### src/rtl/ap_mult_pkg.sv
// Shared widths and types for the shared-multiplier scheduler.
// Latency: n/a (declarations only).
// Backpressure: n/a.
package ap_mult_pkg;
    localparam int NREQ_DEF = 4;   // default number of requesters
    localparam int OPW      = 8;   // operand width
    localparam int RESW     = 16;  // product width

    typedef logic [OPW-1:0]  opnd_t;
    typedef logic [RESW-1:0] prod_t;
endpackage

### src/rtl/ap_mult_8b_r4.sv
// Approximate signed 8x8 multiplier: radix-4 Booth recoding, 3:2 carry-save tree.
// Latency: combinational.
// Backpressure: none (pure function of a, b).
// Ports: a, b = signed operands; p = approximate signed 16-bit product.
module ap_mult_8b_r4
    import ap_mult_pkg::*;
(
    input  opnd_t a,
    input  opnd_t b,
    output prod_t p
);
    // The low four product columns of every partial product are dropped
    // before the tree; the error stays confined to the least-significant bits.
    localparam prod_t TRUNC_MASK = 16'hFFF0;

    prod_t            a_ext;
    logic [OPW:0]     b_ext;
    prod_t            booth_mag [4];
    prod_t            pp        [4];
    prod_t            csa1_s;
    prod_t            csa1_c;
    prod_t            csa2_s;
    prod_t            csa2_c;

    always_comb begin
        a_ext = {{(RESW-OPW){a[OPW-1]}}, a};
        b_ext = {b, 1'b0};
        for (int j = 0; j < 4; j++) begin
            // Booth digit from {b[2j+1], b[2j], b[2j-1]}
            case (b_ext[2*j +: 3])
                3'b001, 3'b010: booth_mag[j] = a_ext;
                3'b011:         booth_mag[j] = a_ext << 1;
                3'b100:         booth_mag[j] = -(a_ext << 1);
                3'b101, 3'b110: booth_mag[j] = -a_ext;
                default:        booth_mag[j] = '0;
            endcase
            pp[j] = (booth_mag[j] << (2*j)) & TRUNC_MASK;
        end

        // Two carry-save layers reduce four rows to two, then one adder.
        csa1_s = pp[0] ^ pp[1] ^ pp[2];
        csa1_c = ((pp[0] & pp[1]) | (pp[0] & pp[2]) | (pp[1] & pp[2])) << 1;
        csa2_s = csa1_s ^ csa1_c ^ pp[3];
        csa2_c = ((csa1_s & csa1_c) | (csa1_s & pp[3]) | (csa1_c & pp[3])) << 1;
    end

    assign p = csa2_s + csa2_c;
endmodule

### src/rtl/ap_mult_sched.sv
// Round-robin scheduler sharing one 8x8 multiplier (exact or approximate) among NREQ requesters.
// Latency: 2 cycles grant-to-result; one grant per cycle sustained when res_ready=1.
// Backpressure: res_ready=0 stalls S2, then S1; req_ready drops to zero once both stages are full.
// Ports: req_valid/req_a/req_b/req_approx/req_ready = per-requester operand channel;
//        res_valid/res_id/res_p/res_ready = result channel; clk, rst = sync active-high reset.
module ap_mult_sched
    import ap_mult_pkg::*;
#(
    parameter int NREQ = NREQ_DEF,
    parameter int IDW  = 2
) (
    input  logic                  clk,
    input  logic                  rst,
    input  logic [NREQ-1:0]       req_valid,
    input  logic [OPW*NREQ-1:0]   req_a,
    input  logic [OPW*NREQ-1:0]   req_b,
    input  logic [NREQ-1:0]       req_approx,
    output logic [NREQ-1:0]       req_ready,
    output logic                  res_valid,
    output logic [IDW-1:0]        res_id,
    output logic [RESW-1:0]       res_p,
    input  logic                  res_ready
);
    logic           s1_vld_q,  s1_vld_d;
    opnd_t          s1_a_q,    s1_a_d;
    opnd_t          s1_b_q,    s1_b_d;
    logic [IDW-1:0] s1_id_q,   s1_id_d;
    logic           s1_apx_q,  s1_apx_d;
    logic           s2_vld_q,  s2_vld_d;
    prod_t          s2_p_q,    s2_p_d;
    logic [IDW-1:0] s2_id_q,   s2_id_d;
    logic [IDW-1:0] ptr_q,     ptr_d;

    logic           s2_adv;
    logic           s1_load;
    logic           found;
    logic           grant;
    logic [IDW-1:0] scan_idx;
    logic [IDW-1:0] win_idx;
    logic [NREQ-1:0] grant_oh;
    prod_t          apx_p;
    prod_t          exact_p;
    prod_t          prod;

    ap_mult_8b_r4 u_apx (
        .a (s1_a_q),
        .b (s1_b_q),
        .p (apx_p)
    );

    // Low 16 bits of the sign-extended product equal the signed 8x8 product.
    assign exact_p = {{(RESW-OPW){s1_a_q[OPW-1]}}, s1_a_q} *
                     {{(RESW-OPW){s1_b_q[OPW-1]}}, s1_b_q};
    assign prod    = s1_apx_q ? apx_p : exact_p;

    always_comb begin
        // Round-robin scan starting at ptr; IDW-bit index wraps mod NREQ.
        found    = 1'b0;
        win_idx  = ptr_q;
        scan_idx = ptr_q;
        for (int k = 0; k < NREQ; k++) begin
            scan_idx = ptr_q + IDW'(k);
            if (!found && req_valid[scan_idx]) begin
                found   = 1'b1;
                win_idx = scan_idx;
            end
        end

        s2_adv  = !s2_vld_q || res_ready;
        s1_load = !s1_vld_q || s2_adv;
        grant   = found && s1_load && !rst;

        grant_oh = '0;
        if (grant) begin
            grant_oh[win_idx] = 1'b1;
        end

        s1_vld_d = s1_vld_q;
        s1_a_d   = s1_a_q;
        s1_b_d   = s1_b_q;
        s1_id_d  = s1_id_q;
        s1_apx_d = s1_apx_q;
        s2_vld_d = s2_vld_q;
        s2_p_d   = s2_p_q;
        s2_id_d  = s2_id_q;
        ptr_d    = ptr_q;

        if (s2_adv) begin
            s2_vld_d = s1_vld_q;
            // Hold the old result registers when nothing moves in.
            if (s1_vld_q) begin
                s2_p_d  = prod;
                s2_id_d = s1_id_q;
            end
        end

        if (s1_load) begin
            s1_vld_d = grant;
            if (grant) begin
                s1_a_d   = req_a[OPW*win_idx +: OPW];
                s1_b_d   = req_b[OPW*win_idx +: OPW];
                s1_id_d  = win_idx;
                s1_apx_d = req_approx[win_idx];
                ptr_d    = win_idx + IDW'(1);
            end
        end
    end

    always_ff @(posedge clk) begin
        if (rst) begin
            s1_vld_q <= 1'b0;
            s2_vld_q <= 1'b0;
            ptr_q    <= '0;
            s2_id_q  <= '0;
            s2_p_q   <= '0;
        end else begin
            s1_vld_q <= s1_vld_d;
            s2_vld_q <= s2_vld_d;
            ptr_q    <= ptr_d;
            s2_id_q  <= s2_id_d;
            s2_p_q   <= s2_p_d;
        end
        // Operand registers carry no state meaning once s1_vld_q is clear.
        s1_a_q   <= s1_a_d;
        s1_b_q   <= s1_b_d;
        s1_id_q  <= s1_id_d;
        s1_apx_q <= s1_apx_d;
    end

    assign req_ready = grant_oh;
    assign res_valid = s2_vld_q && !rst;
    assign res_id    = s2_id_q;
    assign res_p     = s2_p_q;
endmodule

### config.mk
export PLATFORM = sky130hd
export DESIGN_NAME = ap_mult_sched
export DESIGN_NICKNAME = d
export VERILOG_FILES = /design/src/rtl/ap_mult_pkg.sv /design/src/rtl/ap_mult_8b_r4.sv /design/src/rtl/ap_mult_sched.sv
export SDC_FILE = /design/constraint.sdc
export NUM_CORES = 1
export LEC_CHECK = 0
export BUFFER_PORTS_ARGS = -buffer_cell sky130_fd_sc_hd__buf_4
export CORE_ASPECT_RATIO = 0.9
export CORE_MARGIN = 1.5
export CORE_UTILIZATION = 50
export DETAILED_ROUTE_END_ITERATION = 8
export PLACE_DENSITY = 0.71
export SLEW_MARGIN = 20
export SYNTH_ARGS = -nofsm -noshare
export SYNTH_HDL_FRONTEND = slang
export SYNTH_SLANG_ARGS = --single-unit
export TNS_END_PERCENT = 50
### constraint.sdc
create_clock -name clk -period 6.3 [get_ports clk]
set_input_delay 0 -clock clk [delete_from_list [all_inputs] [get_ports clk]]
set_output_delay 0 -clock clk [all_outputs]
set_load 0.02 [all_outputs]
### Yosys cells after proc, flatten, opt, wreduce, memory -nomap -nowiden

Index checks and enable logic that the tools add are counted.

* output and inout port bits: 23
* bits in registers: 41
* bits of input ports: 75
* logic and storage cells: 108

* bitwise operators: 14
* reductions and logical operators: 23
* shift-type cells: 2
* multipliers: 1
* $add $sub $neg: 7
* order comparisons: 6
* equal/unequal tests: 21
* multiplexer cells: 25

Operators by type and width (count)
* $and 15x15->15: 6
* $shiftx 32x6->8: 2
* $xor 16x16->16: 4
* $or 15x15->15: 4
* $pmux 14 s4: 1
* $pmux 12 s4: 1
* $pmux 16 s3: 1
* $pmux 10 s4: 1
* $neg 16->16: 2
* $eq 3x3->1 const B: 9
* $eq 3x2->1 const B: 6
* $add 16x16->16: 1
* $mul 8x8->16: 1
* $mux 16: 1
* $lt 2x3->1 const B: 5
* $reduce_or 2->1: 6
* $bmux 1 s2: 5
* $mux 1: 10
* $eq 3x1->1 const B: 3
* $logic_and 1x1->1: 7
* $logic_not 1->1: 6
* $mux 2: 3
* $add 2x1->2 const B: 2
* $add 2x2->2 const B: 2
* 7 further kinds: 10

### Logic depth before layout (Yosys ltp)

Gate-level depths: netlist (run 1).

* depth in word-level cells: 17
* gate-level depth with buffers: 24

### Hierarchy

From an unflattened synthesis (run 1), not the netlist that was laid out.

* cells, all modules: 856
* area total of the unflattened synthesis: 7263.2 um^2

Modules (own cells, without submodules)
* ap_mult_sched: area an instance 4739.5 um^2, times used 1, cells an instance 494
* ap_mult_8b_r4: area an instance 2523.7 um^2, times used 1, cells an instance 362

### Worst setup path after synthesis (run 1)

No wires, ideal clock.

* path kind: flip-flop to flip-flop
* start: register s1_b_q[6]
* end: register s2_p_q[15] (netlist: res_p[15])
* arrival: 5.095 ns
* buffers on the path: 3
* path slack: 1.090 ns
* setup time: 0.115 ns
* cell stages (with the launch flop): 21
* clock period less this slack: 5.210 ns
* cells stage by stage: edfxtp_1 -> clkbuf_1 -> clkbuf_1 -> clkbuf_1 -> nand2_1 -> fa_1 -> fa_1 -> inv_1 -> fa_1 -> inv_1 -> fa_1 -> inv_1 -> ha_1 -> o21a_1 -> a2111oi_0 -> o31ai_1 -> nor4_1 -> nor3_1 -> xnor2_1 -> o21ai_0 -> o21a_1

* longest elaborated chain between the ends: 8
* elaborated cells on any way between the ends: 17
* those cells by class: add/sub: 1; mul: 1; eq/ne: 6; mux: 2; bitwise: 5; reduce/logical: 2

Ends and longest elaborated chain
* start: declaration: RTL line ap_mult_sched.sv:26 `opnd_t s1_b_q, s1_b_d;`
* start signal: assignment: RTL line ap_mult_sched.sv:125 `s1_b_q <= s1_b_d;`
* $eq 3x3->1, or another cell as far along: RTL line ap_mult_8b_r4.sv:30 `case (b_ext[2*j +: 3])`
* $reduce_or 2->1: RTL line ap_mult_8b_r4.sv:30
* $pmux 10 s4: RTL line ap_mult_8b_r4.sv:30
* $and 15x15->15: RTL line ap_mult_8b_r4.sv:44 `csa2_c = ((csa1_s & csa1_c) | (csa1_s & pp[3]) | (csa1_c & pp[3])) << 1;`
* $or 15x15->15 (2 in a row): RTL line ap_mult_8b_r4.sv:44
* $add 16x16->16: RTL line ap_mult_8b_r4.sv:47 `assign p = csa2_s + csa2_c;`
* $mux 16 *: RTL line ap_mult_sched.sv:54 `assign prod = s1_apx_q ? apx_p : exact_p;`
* end signal: assignment: RTL line ap_mult_sched.sv:121 `s2_p_q <= s2_p_d;`
* end: declaration: RTL line ap_mult_sched.sv:30 `prod_t s2_p_q, s2_p_d;`

Mark *: on every way between the ends. The rest lies on a longest branch, timed or not.
A chain may end at the register's enable or synchronous reset.

### Final worst setup path (run 1)

* start: register s1_a_q[1]
* end: register s2_p_q[15] (netlist: res_p[15])

* longest elaborated chain between the ends: 10
* elaborated cells on any way between the ends: 23
* those cells by class: add/sub: 3; mul: 1; mux: 5; bitwise: 14

Ends and longest elaborated chain
* start: declaration: RTL line ap_mult_sched.sv:25 `opnd_t s1_a_q, s1_a_d;`
* start signal: assignment: RTL line ap_mult_sched.sv:124 `s1_a_q <= s1_a_d;`
* $neg 16->16 (on tied branches): RTL line ap_mult_8b_r4.sv:34, ap_mult_8b_r4.sv:33
* $pmux 14 s4, or another cell as far along: RTL line ap_mult_8b_r4.sv:30
* $and 15x15->15: RTL line ap_mult_8b_r4.sv:42 `csa1_c = ((pp[0] & pp[1]) | (pp[0] & pp[2]) | (pp[1] & pp[2])) << 1;`
* $or 15x15->15 (2 in a row): RTL line ap_mult_8b_r4.sv:42
* $and 15x15->15: RTL line ap_mult_8b_r4.sv:44
* $or 15x15->15 (2 in a row): RTL line ap_mult_8b_r4.sv:44
* $add 16x16->16: RTL line ap_mult_8b_r4.sv:47
* $mux 16 *: RTL line ap_mult_sched.sv:54

Marks and branches as above.

==> metrics, run 1 <==
Die X=between 100 and 150 um; largest family of logic cells by synthesized area=adder cells; FILL cells=1264; R2R setup slack=around 0.54 ns; Setup crit start=s1_a_q[1]$_DFFE_PP_; Synth Area in Adders=0.296; # resized after CTS=0; worst path arrival time=between 5 and 6 ns; reg-to-reg endpoint=res_p[15]$_SDFFE_PP0P_; number of flops mapped to enable cells by yosys=19; gr ovfl total=0; worst rel slew slack=0.471; crit path capture=res_p[15]$_SDFFE_PP0P_; Synth top area share=0.216; most frequent cells in the layout=inv_1 (122), buf_4 (122), nand2_1 (83), nor2_1 (81), fa_1 (76); Hold WC Path Type=in -> reg; Area Growth Syn to Fin=15.6%; grt peak-use layer=met2; Slew @ Worst Pin=between 0.7 and 0.8 ns; port bufs=slightly below 100; hpwl dp=around 15000 um; synthesized cell area=just over 7000 um^2; minimum clock period=about 5.8 ns; YS warnings=0; fin nets=around 1200; clock-pin slew on the worst setup and hold paths=about 0.060 ns; Worst Clk Skew=approximately 0.0068 ns; H-tree depth=2; Routed WL per cell=16.4 um; Critical Path RT=approximately 6.5 ns; via count=approximately 6400; Yosys top cell by area=fa_1; Compound-Gate Fraction of Synth Area=0.191; Pre-Repair DR Iteration Count=5; Main synth FF type=dfxtp_1; CP endpoint kind=register; CTS root buffer=clkbuf_16; die area=between 10000 and 15000 um^2; Post-Syn Instances=about 890; Post-route DRC=0; simple-gate share of the synthesized area=0.185; CP max stage delay=a little under 0.6 ns; antenna violations before repair=0; ys async rst share=0; total CTS buffers=5; Skew-Pair Late Insertion Delay=~0.30 ns; first-pass GRT wire length=30300 um; pre-CTS setup slack=roughly 0.66 ns; met3 GRT Util=0.0466; Crit Reg-Reg Startpoint=s1_a_q[1]$_DFFE_PP_; R2R depth=19; antenna-violating nets left=0; met1 Usage GRT=0.363; CTS tree=done; CTS Sinks=slightly above 40; Area contributors post-synth=fa_1 (22%), edfxtp_1 (8.1%), ha_1 (8.0%), inv_1 (6.5%), dfxtp_1 (6.2%); row cnt=40; IO Pins=between 90 and 100; core area=roughly 14000 um^2; final setup margin=around 0.54 ns; Final Non-Filler Cells=about 1200; setup TNS=0 ns; status=completed; cell breakdown of the critical path=inv_1, ha_1, or3b_1, or3_1, a21oi_1, nand2_1, o21a_1, fa_1, inv_1, fa_1, ha_1, a21o_1, a211oi_1, nor2_1, o41ai_1, o21ai_0, nand2_1, mux2i_1, o21a_1; mean area per synthesized cell=between 7 and 8 um^2; Max Cap Viol=0; critical path startpoint category=register; multiplexer share of the synthesized area=0.0284; XOR/XNOR share of the synthesized area=0.0571; Hold-fix buffers, CTS=0; synthesized flop and latch total=~40; Post-CTS Setup Bufs=0; Initial Utilization=0.520; dpl cells=between 1000 and 1500; vias in the first global route=between 5000 and 6000; total wire length=roughly 19000 um; Max FO, Critical Path=11; gpl congestion=1.01; fmax=between 150 and 200 MHz; period utilization=0.915; share of cells above drive strength 1=0.148; RSZ-0062 raised after global routing=false; GR Util All Layers=0.262; Slew Viols, Final=0; Synthesized Nets=1083; vias per inst=around 5.6; # setup viols final=0; critical path type=reg -> reg; synth unique cells=63; Die Ht=between 100 and 150 um; met2 usage=0.412; final hold vios=0; Iter 0 DRT Violations=around 660; largest net degree at the start of global routing=56; Slowest-stage cell, CP=fa_1; Longest Clk Path Bufs=2; Seq/Total Area, Yosys=0.143
[logic make-up after synthesis]
logic type | Yosys count
xor gates and xnor gates | 46
DFF | 41
muxes | 20
and+or+nand+nor | 272
AOI/OAI and AO/OA | 205
adders and majority gates | 121
buffers and inverters | 182
[through the flow]
| stage | utilization | hold slack (ns) | instance area, um^2 |
|---|---|---|---|
| 2_1_floorplan | - | 0.0781 | 7050 |
| 3_3_place_gp | 0.590 | 0.340 | 8000 |
| 5_1_grt | 0.601 | 0.0541 | 8150 |
| 3_5_place_dp | 0.590 | 0.338 | 8000 |
| 6_report | 0.601 | 0.0385 | 8150 |
| 4_1_cts | 0.601 | 0.0345 | 8150 |
[sequential cells by signal (all words and copies together), names as in the netlist]
register and count:
s1_id_q 2, ptr_q 2, res_id 2, s2_vld_q 1, s1_vld_q 1, res_p 16, s1_a_q 8, s1_apx_q 1
s1_b_q 8
[final cells by class]
type	instances	area (um^2)	share of cell area
Inverter	126	475	0.0583
Tap cell	189	236	0.0290
Timing Repair Buffer	122	916	0.112
Clock inverter	2	13.8	0.00169
Sequential cell	41	1010	0.124
Antenna cell	1	2.50	0.000307
Clock buffer	6	139	0.0170
Multi-Input combinational cell	664	5360	0.657
[worst max-delay path: cells and delay by family, from the launching register on]
family	cells	cell delay, ns
adder cells (fa/ha/maj)	4	1.71
flip-flops	1	0.52
AND/OR/NAND/NOR	5	1.30
buffers and inverters	2	0.25
multiplexers	1	0.07
AO/OA/AOI/OAI	7	1.78
[per-layer routing]
metal / share of wire / up-vias / wire, um
li1: - / 3114 / -
met1: 0.44 / 2984 / 8280
met2: 0.45 / 266 / 8390
met3: 0.080 / 43 / 1510
met4: 0.034 / 0 / 643
met5: 0 / - / 0
[worst min-delay path by stage]
stage,start,end,depth (start not counted)
finish,req_valid[0],s1_vld_q$_SDFFE_PP0P_,3
global route,req_a[20],s1_a_q[4]$_DFFE_PP_,3
CTS,req_valid[0],s1_vld_q$_SDFFE_PP0P_,3
detailed placement,req_valid[0],s1_vld_q$_SDFFE_PP0P_,3
global placement,req_valid[0],s1_vld_q$_SDFFE_PP0P_,3
floorplan,rst,res_valid,1
[cell usage after synthesis (26+ instances only)]
cell type / number
a211oi_1: 27
a21oi_1: 59
and2_1: 34
clkbuf_1: 47
fa_1: 76
ha_1: 45
inv_1: 122
nand2_1: 83
nor2_1: 81
nor2b_1: 26
o21ai_0: 36
xnor2_1: 31
Power of run 1 is not shown: default switching activity piles up to over one toggle a cycle in this logic, so the estimate is an artifact.
==> inputs of run 2 (changes only) <==
--- a/config.mk
+++ b/config.mk
@@ -9,7 +9,7 @@
 export CORE_ASPECT_RATIO = 0.9
 export CORE_MARGIN = 1.5
-export CORE_UTILIZATION = 50
+export CORE_UTILIZATION = 60
 export DETAILED_ROUTE_END_ITERATION = 8
-export PLACE_DENSITY = 0.71
+export PLACE_DENSITY = 0.83
 export SLEW_MARGIN = 20
 export SYNTH_ARGS = -nofsm -noshare
==> constraint.sdc (replaced) <==
create_clock -name clk -period 6.3 [get_ports clk]
set_input_delay 1.26 -clock clk [delete_from_list [all_inputs] [get_ports clk]]
set_output_delay 1.26 -clock clk [all_outputs]
set_load 0.02 [all_outputs]
==> metrics, run 2 (synthesized netlist as in run 1, its figures left out) <==
worst rel slew slack=0.450 (was 0.471); Bufs and invs on worst path=2 (unchanged); first-pass GRT wire length=31600 um (was 30300 um); Die X=117 um (was 128 um); via count=6677 (was 6407); Initial Utilization=0.617 (was 0.520); clock-pin slew on the worst setup and hold paths=0.06 ns (about the same); IO Pins=98 (unchanged); Critical Path RT=6.49 ns (about the same); most frequent cells in the layout=buf_4 (127), inv_1 (122), nand2_1 (83), nor2_1 (81), fa_1 (76) (was inv_1 (122), buf_4 (122), nand2_1 (83), nor2_1 (81), fa_1 (76)); gpl congestion=1.07 (was 1.01); row cnt=37 (was 40); Final Non-Filler Cells=1122 (was 1151); final hold vios=0 (unchanged); fin nets=1161 (was 1156); Max FO, Critical Path=11 (unchanged); Die Ht=106 um (was 116 um); commonest non-fill, non-tap cell in the layout=buf_4; RSZ-0062 raised after global routing=false (unchanged); Top delay family on crit path=adder cells (was compound AO/OA/AOI/OAI gates); total wire length=19800 um (was 18800 um); Slew @ Worst Pin=0.824 ns (was 0.793 ns); CP max stage delay=0.58 ns (about the same); die area=12400 um^2 (was 14800 um^2); # setup viols final=0 (unchanged); Longest Clk Path Bufs=2 (unchanged); antenna-violating nets left=0 (unchanged); CTS root buffer=clkbuf_16 (unchanged); CP endpoint kind=register (unchanged); critical path startpoint category=register (unchanged); largest net degree at the start of global routing=56 (unchanged); worst path arrival time=5.89 ns (was 5.95 ns); WHS=0.450 ns (was 0.0385 ns); antenna violations before repair=0 (unchanged); setup TNS=0 ns (unchanged); CTS Sinks=41 (unchanged); Post-route DRC=0 (unchanged); Pre-Repair DR Iteration Count=8 (was 5); # resized after CTS=0 (unchanged); status=completed (unchanged); Area Growth Syn to Fin=16.1% (was 15.6%); FILL cells=921 (was 1264); post-route core utilization=0.716 (was 0.601); Routed WL per cell=17.6 um (was 16.4 um); H-tree depth=2 (unchanged); Skew-Pair Late Insertion Delay=0.29 ns (was 0.30 ns); Hold WC Path Type=reg -> reg (was in -> reg); Slew Viols, Final=0 (unchanged); critical path type=reg -> reg (unchanged); share of cells above drive strength 1=0.152 (was 0.148); vias in the first global route=6542 (was 5899); CTS tree=done (unchanged); Iter 0 DRT Violations=695 (was 661); Max Cap Viol=0 (unchanged); max reg flops=16 (unchanged); # diodes=0 (was 1); hpwl dp=15500 um (was 15400 um); minimum clock period=5.70 ns (was 5.76 ns); dpl cells=1114 (was 1142); period utilization=0.905 (was 0.915); Worst Clk Skew=0.00383 ns (was 0.00678 ns); Hold-fix buffers, CTS=0 (unchanged); port bufs=97 (unchanged); core area=11400 um^2 (was 13600 um^2); fmax=175 MHz (was 174 MHz); GR Util All Layers=0.331 (was 0.262); Post-CTS Setup Bufs=0 (unchanged); total CTS buffers=5 (unchanged); cell breakdown of the critical path=inv_1, ha_1, or3b_1, or3_1, nand2_1, xor2_1, a2bb2oi_1, nor2_1, a21oi_1, fa_1, fa_1, inv_1, ha_1, a211oi_1, nor2_1, o41ai_1, o21ai_0, nand2_1, mux2i_1, o21a_1 (was inv_1, ha_1, or3b_1, or3_1, a21oi_1, nand2_1, o21a_1, fa_1, inv_1, fa_1, ha_1, a21o_1, a211oi_1, nor2_1, o41ai_1, o21ai_0, nand2_1, mux2i_1, o21a_1); Slowest-stage cell, CP=or3b_1 (was fa_1); gr ovfl total=0 (unchanged); vias per inst=5.95 (was 5.57)
==> run 2: cell types whose count changed in the layout (fill, tap and decap cells not counted), sizes merged <==
cell    previous run  this run
buf              122       127
clkinv             5         3
bufinv             0         1
diode              1         0
inv              123       124
==> run 2: worst min-delay path, cell delays in order (launching register included) <==
cell	delay [ns]
dfxtp_1	0.31
nand2_1	0.05
a21oi_1	0.05
==> run 2: per-stage QoR <==
| step | setup WS, ns | cell area, um^2 |
|---|---|---|
| 2_1_floorplan | 1.09 | 7050 |
| 3_3_place_gp | 0.864 | 8000 |
| 3_5_place_dp | 0.686 | 8000 |
| 4_1_cts | 0.659 | 8180 |
| 5_1_grt | 0.256 | 8180 |
| 6_report | 0.599 | 8180 |
==> run 2: layout make-up <==
type                            instances  area [um^2]  share of cell area
Tap cell                              156          195              0.0238
Clock inverter                          2         38.8             0.00474
Sequential cell                        41         1010               0.124
Timing Repair Buffer                  127          953               0.116
Clock buffer                            6          150              0.0183
Multi-Input combinational cell        664         5360               0.655
Inverter                              126          475              0.0581
==> run 2: final timing paths <==
kind              slack (ns)                      to                  start  cells past startpoint
hold / removal          0.45   res_p[2]$_SDFFE_PP0P_  res_p[2]$_SDFFE_PP0P_                      2
setup reg to reg        0.60  res_p[15]$_SDFFE_PP0P_    s1_a_q[1]$_DFFE_PP_                     20
hold reg to reg         0.45   res_p[2]$_SDFFE_PP0P_  res_p[2]$_SDFFE_PP0P_                      2
setup / recovery        0.60  res_p[15]$_SDFFE_PP0P_    s1_a_q[1]$_DFFE_PP_                     20
==> run 2: metal layers <==
metal | global-route usage | vias up | wire length, um
met5 | 0 | - | 0
li1 | - | 3114 | -
met1 | 0.432 | 3120 | 7880
met4 | 0.168 | 0 | 1140
met3 | 0.0725 | 80 | 1870
met2 | 0.512 | 363 | 8870
Power of run 2 is left out for the same reason.
==> inputs of run 3 (changes only) <==
PLACE_DENSITY = 0.92   (was 0.83)
==> metrics, run 3 (synthesized netlist as in run 1, its figures left out) <==
most frequent cells in the layout=buf_4 (125), inv_1 (122), nand2_1 (83), nor2_1 (81), fa_1 (76) (was buf_4 (127), inv_1 (122), nand2_1 (83), nor2_1 (81), fa_1 (76)); met1 Usage GRT=0.450 (was 0.432); row cnt=37 (unchanged); Bufs and invs on worst path=2 (unchanged); worst rel slew slack=0.376 (was 0.450); die area=12400 um^2 (unchanged); Slew Viols, Final=0 (unchanged); antenna violations before repair=0 (unchanged); Iter 0 DRT Violations=926 (was 695); gpl congestion=0.999 (was 1.07); # setup viols final=0 (unchanged); antenna-violating nets left=0 (unchanged); worst path arrival time=6.00 ns (was 5.89 ns); commonest non-fill, non-tap cell in the layout=buf_4 (unchanged); Die Ht=106 um (unchanged); vias per inst=6.14 (was 5.95); grt peak-use layer=met2 (unchanged); # resized after CTS=0 (unchanged); Max Cap Viol=0 (unchanged); minimum clock period=5.81 ns (was 5.70 ns); Slew @ Worst Pin=0.935 ns (was 0.824 ns); Hold-fix buffers, CTS=0 (unchanged); Pre-Repair DR Iteration Count=7 (was 8); GR Util All Layers=0.347 (was 0.331); Hold WC Path Type=reg -> reg (unchanged); post-route core utilization=0.710 (was 0.716); via count=6882 (was 6677); Max FO, Critical Path=11 (unchanged); Critical Path RT=6.49 ns (about the same); RSZ-0062 raised after global routing=false (unchanged); CTS root buffer=clkbuf_16 (unchanged); clock-pin slew on the worst setup and hold paths=0.06 ns (about the same); first-pass GRT wire length=33100 um (was 31600 um); critical path startpoint category=register (unchanged); IO Pins=98 (unchanged); Initial Utilization=0.617 (unchanged); core area=11400 um^2 (unchanged); FILL cells=834 (was 921); critical path type=reg -> reg (unchanged); Die X=117 um (unchanged); fmax=172 MHz (was 175 MHz); cell breakdown of the critical path=inv_1, ha_1, or3b_1, or3_1, a21oi_1, nand2_1, o21a_1, fa_1, inv_1, fa_1, ha_1, a21o_1, a211oi_1, nor2_1, o41ai_1, o21ai_0, nand2_1, mux2i_1, o21a_1 (was inv_1, ha_1, or3b_1, or3_1, nand2_1, xor2_1, a2bb2oi_1, nor2_1, a21oi_1, fa_1, fa_1, inv_1, ha_1, a211oi_1, nor2_1, o41ai_1, o21ai_0, nand2_1, mux2i_1, o21a_1); gr ovfl total=0 (unchanged); largest net degree at the start of global routing=56 (unchanged); Slowest-stage cell, CP=fa_1 (was or3b_1); met2 usage=0.549 (was 0.512); # diodes=0 (unchanged); Top delay family on crit path=compound AO/OA/AOI/OAI gates (was adder cells); Routed WL per cell=18.2 um (was 17.6 um); H-tree depth=2 (unchanged); total wire length=20400 um (was 19800 um); Post-CTS Setup Bufs=0 (unchanged); met3 GRT Util=0.0811 (was 0.0725); status=completed (unchanged); final hold vios=0 (unchanged); share of cells above drive strength 1=0.149 (was 0.152); fin nets=1159 (was 1161); max reg flops=16 (unchanged); CP max stage delay=0.58 ns (about the same); Longest Clk Path Bufs=2 (unchanged); CP endpoint kind=register (unchanged); Post-route DRC=0 (unchanged); CTS Sinks=41 (unchanged); setup TNS=0 ns (unchanged); port bufs=97 (unchanged); Area Growth Syn to Fin=15.1% (was 16.1%); period utilization=0.922 (was 0.905); Skew-Pair Late Insertion Delay=0.29 ns (about the same); CTS tree=done (unchanged); Worst Clk Skew=0.00641 ns (was 0.00383 ns); vias in the first global route=6878 (was 6542); total CTS buffers=5 (unchanged); hpwl dp=15800 um (was 15500 um)
run 3: through the flow:
| step | hold slack, ns | area [um^2] | std cells | worst slack, ns |
|---|---|---|---|---|
| after global routing | 0.480 | 8120 | 1120 | 0.140 |
| after CTS | 0.462 | 8120 | 1120 | 0.574 |
| after detailed placement | 0.453 | 7980 | 1112 | 0.623 |
| final | 0.460 | 8120 | 1120 | 0.492 |
| after floorplan | 0.471 | 7050 | 887 | 1.09 |
| after global placement | 0.440 | 7980 | 1112 | 0.781 |
run 3: worst paths after layout:
check	startpoint	to	slack [ns]	cells past startpoint
hold / removal	res_p[1]$_SDFFE_PP0P_	res_p[1]$_SDFFE_PP0P_	0.46	2
setup / recovery	s1_a_q[1]$_DFFE_PP_	res_p[15]$_SDFFE_PP0P_	0.49	19
hold reg to reg	res_p[1]$_SDFFE_PP0P_	res_p[1]$_SDFFE_PP0P_	0.46	2
setup reg to reg	s1_a_q[1]$_DFFE_PP_	res_p[15]$_SDFFE_PP0P_	0.49	19
run 3: worst min-delay path: cells and delay by family (launching register included):
family	cells	cell delay (ns)
flops	1	0.31
compound gates	1	0.05
simple gates	1	0.05
run 3: routing by layer:
| metal | part of all wire | vias to the layer above |
|---|---|---|
| met5 | 0 | - |
| met1 | 0.38 | 3167 |
| met4 | 0.055 | 0 |
| met2 | 0.45 | 483 |
| met3 | 0.12 | 118 |
| li1 | - | 3114 |
run 3: final cells by class:
type | count | area, um^2 | share of cell area
timing repair buffer | 125 | 938 | 0.116
tap | 156 | 195 | 0.0240
inverter | 126 | 475 | 0.0586
clock inverter | 2 | 10.0 | 0.00123
multi-input combinational | 664 | 5360 | 0.660
sequential | 41 | 1010 | 0.125
clock buffer | 6 | 129 | 0.0159
Power of run 3 is left out for the same reason.
